==> config.mk <==
export PLATFORM = sky130hd
export DESIGN_NAME = fifo_word_packer
export DESIGN_NICKNAME = d
export VERILOG_FILES = /design/src/rtl/fifo_pkg.sv /design/src/rtl/fifo_word_packer.sv
export SDC_FILE = /design/constraint.sdc
export NUM_CORES = 1
export LEC_CHECK = 0
export ABC_CLOCK_PERIOD_IN_PS = 3970
export CORE_MARGIN = 8
export CORE_UTILIZATION = 40
export DETAILED_ROUTE_END_ITERATION = 10
export MAX_ROUTING_LAYER = met4
export PLACE_DENSITY = 0.7
export SYNTH_ARGS = -nofsm -noshare
export SYNTH_HDL_FRONTEND = slang
export SYNTH_SLANG_ARGS = --single-unit
export TNS_END_PERCENT = 100
==> constraint.sdc <==
create_clock -name clk -period 3.97 [get_ports clk]
set_clock_uncertainty 0.2 [all_clocks]
set_input_delay 0.9925 -clock clk [delete_from_list [all_inputs] [get_ports clk]]
set_output_delay 0.9925 -clock clk [all_outputs]
set_load 0.05 [all_outputs]
==> src/rtl/fifo_pkg.sv <==
// Shared defaults and lane-mask types for the FIFO byte path and its word packer.
package fifo_pkg;

  localparam int DEFAULT_DATA_W         = 8;
  localparam int DEFAULT_BYTES_PER_WORD = 4;
  localparam int MAX_LANES              = 8;

  typedef logic [MAX_LANES-1:0] keep_t;

  localparam keep_t KEEP_ALL = '1;

endpackage : fifo_pkg

==> src/rtl/fifo_word_packer.sv <==
// Pops bytes from a 1-cycle-latency FIFO and packs them little-endian into
// words on a valid/ready master port; flush emits a partially filled word.
module fifo_word_packer
  import fifo_pkg::*;
#(
  parameter int DATA_W         = DEFAULT_DATA_W,
  parameter int BYTES_PER_WORD = DEFAULT_BYTES_PER_WORD
) (
  input  logic                             clk,
  input  logic                             rst,
  input  logic                             fifo_empty,
  output logic                             fifo_rden,
  input  logic [DATA_W-1:0]                fifo_dout,
  input  logic                             flush,
  output logic [DATA_W*BYTES_PER_WORD-1:0] m_data,
  output logic [BYTES_PER_WORD-1:0]        m_keep,
  output logic                             m_valid,
  input  logic                             m_ready
);

  localparam int CW = $clog2(BYTES_PER_WORD + 1);
  localparam logic [CW-1:0] CNT_FULL = CW'(BYTES_PER_WORD);
  localparam logic [CW-1:0] CNT_LAST = CW'(BYTES_PER_WORD - 1);
  localparam logic [BYTES_PER_WORD-1:0] KEEP_FULL = KEEP_ALL[BYTES_PER_WORD-1:0];

  typedef logic [BYTES_PER_WORD-1:0][DATA_W-1:0] lanes_t;

  lanes_t                    acc_q, acc_d;
  logic [CW-1:0]             cnt_q, cnt_d;
  logic                      pend_q;
  logic                      flush_req_q, flush_req_d;
  lanes_t                    m_data_q, m_data_d;
  logic [BYTES_PER_WORD-1:0] m_keep_q, m_keep_d;
  logic                      m_valid_q, m_valid_d;

  lanes_t load_data;
  logic   out_free;
  logic   completing;
  logic   held_full;
  logic   flush_go;

  assign out_free   = !m_valid_q || m_ready;
  assign completing = pend_q && (cnt_q == CNT_LAST);
  assign held_full  = (cnt_q == CNT_FULL);
  assign flush_go   = flush_req_q && !pend_q && out_free;

  // A read may be issued into the last lane only when that lane's word can
  // leave this cycle, so the in-flight byte always has a free lane to land in.
  assign fifo_rden = !rst && !fifo_empty && !flush_req_q && !flush &&
                     (((cnt_q + CW'(pend_q)) < CNT_FULL) || (completing && out_free));

  // NOTE: every combinational output gets a default first so no path can infer a latch.
  always_comb begin
    acc_d       = acc_q;
    cnt_d       = cnt_q;
    m_data_d    = m_data_q;
    m_keep_d    = m_keep_q;
    m_valid_d   = m_valid_q;
    load_data   = acc_q;
    flush_req_d = flush_req_q ? !flush_go : flush;

    if (m_valid_q && m_ready) begin
      m_valid_d = 1'b0;
    end

    if (pend_q) begin
      for (int i = 0; i < BYTES_PER_WORD; i++) begin
        if (cnt_q == CW'(i)) begin
          acc_d[i] = fifo_dout;
        end
      end
      cnt_d = cnt_q + CW'(1);
    end

    if (completing && out_free) begin
      load_data[BYTES_PER_WORD-1] = fifo_dout;
      m_data_d  = load_data;
      m_keep_d  = KEEP_FULL;
      m_valid_d = 1'b1;
      cnt_d     = '0;
    end else if (held_full && out_free) begin
      m_data_d  = acc_q;
      m_keep_d  = KEEP_FULL;
      m_valid_d = 1'b1;
      cnt_d     = '0;
    end else if (flush_go && (cnt_q != '0)) begin
      for (int i = 0; i < BYTES_PER_WORD; i++) begin
        if (CW'(i) >= cnt_q) begin
          load_data[i] = '0;
        end
      end
      m_data_d  = load_data;
      m_keep_d  = KEEP_FULL >> (CNT_FULL - cnt_q);
      m_valid_d = 1'b1;
      cnt_d     = '0;
    end
  end

  // NOTE: sequential state uses non-blocking assignments so all registers update together.
  always_ff @(posedge clk) begin
    if (rst) begin
      // NOTE: the accumulator is cleared too; it is only a few lanes and a clean
      // reset keeps stale bytes from ever reaching m_data.
      acc_q       <= '0;
      cnt_q       <= '0;
      pend_q      <= 1'b0;
      flush_req_q <= 1'b0;
      m_data_q    <= '0;
      m_keep_q    <= '0;
      m_valid_q   <= 1'b0;
    end else begin
      acc_q       <= acc_d;
      cnt_q       <= cnt_d;
      pend_q      <= fifo_rden;
      flush_req_q <= flush_req_d;
      m_data_q    <= m_data_d;
      m_keep_q    <= m_keep_d;
      m_valid_q   <= m_valid_d;
    end
  end

  assign m_data  = m_data_q;
  assign m_keep  = m_keep_q;
  assign m_valid = m_valid_q;

endmodule : fifo_word_packer
==> flow_summary.yaml <==
timing:
  finalHoldViolations: 0
  finalWorstSetupSlack_ps: 644
  finalHoldWorstSlack_ps: 256
  period_share: 0.838
  timing.final.crit_period_ps: 3330
  worst-slew-pin-transition_ps: 1190
  tns_ps: 0
  slew_viol_final: 0
  setup_viol: 0
  rsz0062_at_grt: "no"
  max_slew_margin: 0.208
  clock.fmax_mhz: 301
yosys:
  netlist_instances: 276
  post-synth-top-count-cell: "dfxtp_1"
  syn_avg_cell_area_um2: 10.3
  synth-edff-count: 0
  syn_area_um2: 2840
  yosys-top-cells-area: "dfxtp_1 52%, mux2i_1 7.7%, a22o_1 4.9%"
  synthArstFlopShare: 0
  yosys.cell_types.count: 37
  ys.flop_type: "dfxtp_1"
  syn_nets: 295
  synth_common_cells: "74 x dfxtp_1, 30 x nand2_1, 22 x mux2i_1"
  ys_ff_latch: 74
  synth_top_area_frac: 0.521
  yosysWarningCount: 0
  synth_top_cell_by_area: "dfxtp_1"
  yosysSeqAreaShare: 0.521
finish:
  drive_gt1_frac: 0.0823
  diodes: 0
  n_fill_cell: 656
  area_growth_pct: 25.3
  postLayoutCoreUtil: 0.521
  fin_nets: 344
cts:
  cts_resized: 0
  postCtsSetupBuffers: 0
  cts-root-buf: "clkbuf_8"
  clkTransAtPathRegs_ps: 70
  numCtsBuffers: 9
  clock_sinks: 74
  cts_tree: "built"
  cts.path.max_buffers: 2
  htreeDepth: 3
  hold_buffers: 0
  clock_latency_ps: 340
detailed_routing:
  detail_route.iter0.violations: 119
  antenna_left: 0
  via_count: 2174
  drc_errors: 0
  wl_mm: 6.64
  viasPerCell: 5.13
  firstDrtPassIters: 4
  wire_per_inst_um: 15.7
critical_path:
  rr_startpoint: "cnt_q[0]"
  required_ps: 2780
  r2r.worst_path.cells: 7
  worstReg2RegEnd: "m_data[8]"
  crit_fanout: 15
  reg2reg_slack_ps: 800
  start_kind: "flip-flop"
  worstSetupEndpointType: "output port"
  worst-setup-path-type: "reg -> out"
  cp_data_arrival_time_ps: 2130
global_routing:
  overflow: 0
  grt_use_total: 0.141
  grt_pass1_vias: 2124
  antenna_found_initial: 0
  grt_max_degree: 41
  grt_pass1_wl_mm: 10.7
floorplan:
  coreArea_um2: 6830
  die_w_um: 100
  initial_core_util: 0.416
  die_area_um2: 10100
  fp-row-count: 30
  fp.dieH_um: 100
  io_pins: 51
pwr:
  powerDensity_nw_per_um2: 366
  vdd_ir_drop_max_mv: 0.144
  power_leakage_uw: 0.00133
  totalPowerFinal_uw: 1300
placement:
  preCtsSetupSlack_ps: 632
  gp_congestion: 0.854
  port_buffers: 50
  hpwl_mm: 4.65
hold_path:
  hold_path.startpoint: "m_keep[3]"
  hold_path_class: "reg -> reg"
  min_path_cells: 2
  hold-path-endpoint: "m_keep[3]"
run:
  drv_cap: 0
run_status:
  status: "complete, no violations"
-- cell type report --
class	count	area (um2)	area share
clock buffers	11	141	0.0397
multi-input cells	178	1220	0.342
flip-flops and latches	74	1480	0.416
clock inverters	3	17.5	0.00492
inverters	5	18.8	0.00527
well taps	96	120	0.0337
repair buffers	57	563	0.158
-- layer usage --
layer  routed length, um  track usage  part of all wire  vias to the layer above
li1                    -            -                 -                     1096
met2                3030        0.221              0.46                       68
met3                 469       0.0381             0.071                       11
met5                   0            -                 0                        -
met1                3040        0.162              0.46                      999
met4                 103       0.0721             0.016                        0
-- registers in the layout, indices dropped and copies added (netlist names) --
name and count:
flush_req_q 1, m_valid 1, cnt_q 3, m_keep 4, m_data 32, acc_q 32, pend_q 1
-- cells in the final DEF (no fill, tap or decap), types with 2 or more instances in the layout --
cell / Yosys / routed
mux2i_1: 22 / 22
clkdlybuf4s50_1: 0 / 49
nand2_1: 30 / 30
clkinv_2: 0 / 2
and3_1: 7 / 7
a22o_1: 16 / 16
ha_1: 6 / 6
nand3_1: 11 / 11
a21o_1: 3 / 3
inv_1: 3 / 3
buf_4: 2 / 7
dfxtp_1: 74 / 74
o2bb2ai_1: 8 / 8
xnor2_1: 2 / 2
nand4_1: 2 / 2
nor2_1: 21 / 21
clkbuf_8: 0 / 10
a31oi_1: 8 / 8
a32o_1: 8 / 8
a21oi_1: 19 / 19
o2111ai_1: 2 / 2
-- power by group --
group | switching (uW) | internal [uW] | leakage (uW)
registers | 4.78 | 748 | 0.000597
clock network | 249 | 235 | 0.0000810
logic | 43.6 | 24.5 | 0.000656
total | 297 | 1010 | 0.00133
-- worst max-delay path, stage by stage, from the launching register on --
cell     delay (ps)
dfxtp_1         590
and4b_1         590
nand2_1         130
o21ai_0         110
and3_1          230
buf_12          150
-- through the flow --
step                      cell area (um2)  std cells
final                                3560        424
after global routing                 3560        424
after CTS                            3560        424
after detailed placement             3400        410
after global placement               3400        410
after floorplan                      2840        276
-- worst max path at each step --
stage | from | to | slack, ps | cells past startpoint
floorplan | m_ready | fifo_rden | 640 | 5
global placement | m_ready | fifo_rden | 670 | 6
detailed placement | m_ready | m_data[8] | 630 | 6
CTS | cnt_q[1] | fifo_rden | 620 | 5
global route | cnt_q[1] | fifo_rden | 540 | 5
finish | cnt_q[1] | fifo_rden | 640 | 5
-- cell families after synthesis --
family | synth area share
adder cells (fa/ha/maj) | 0.0264
AO/OA/AOI/OAI | 0.186
buffers and inverters | 0.0497
AND/OR/NAND/NOR | 0.133
flip-flops | 0.521
multiplexers | 0.0775
XOR/XNOR | 0.00616
Note: power is estimated with default switching activity, not from simulation.
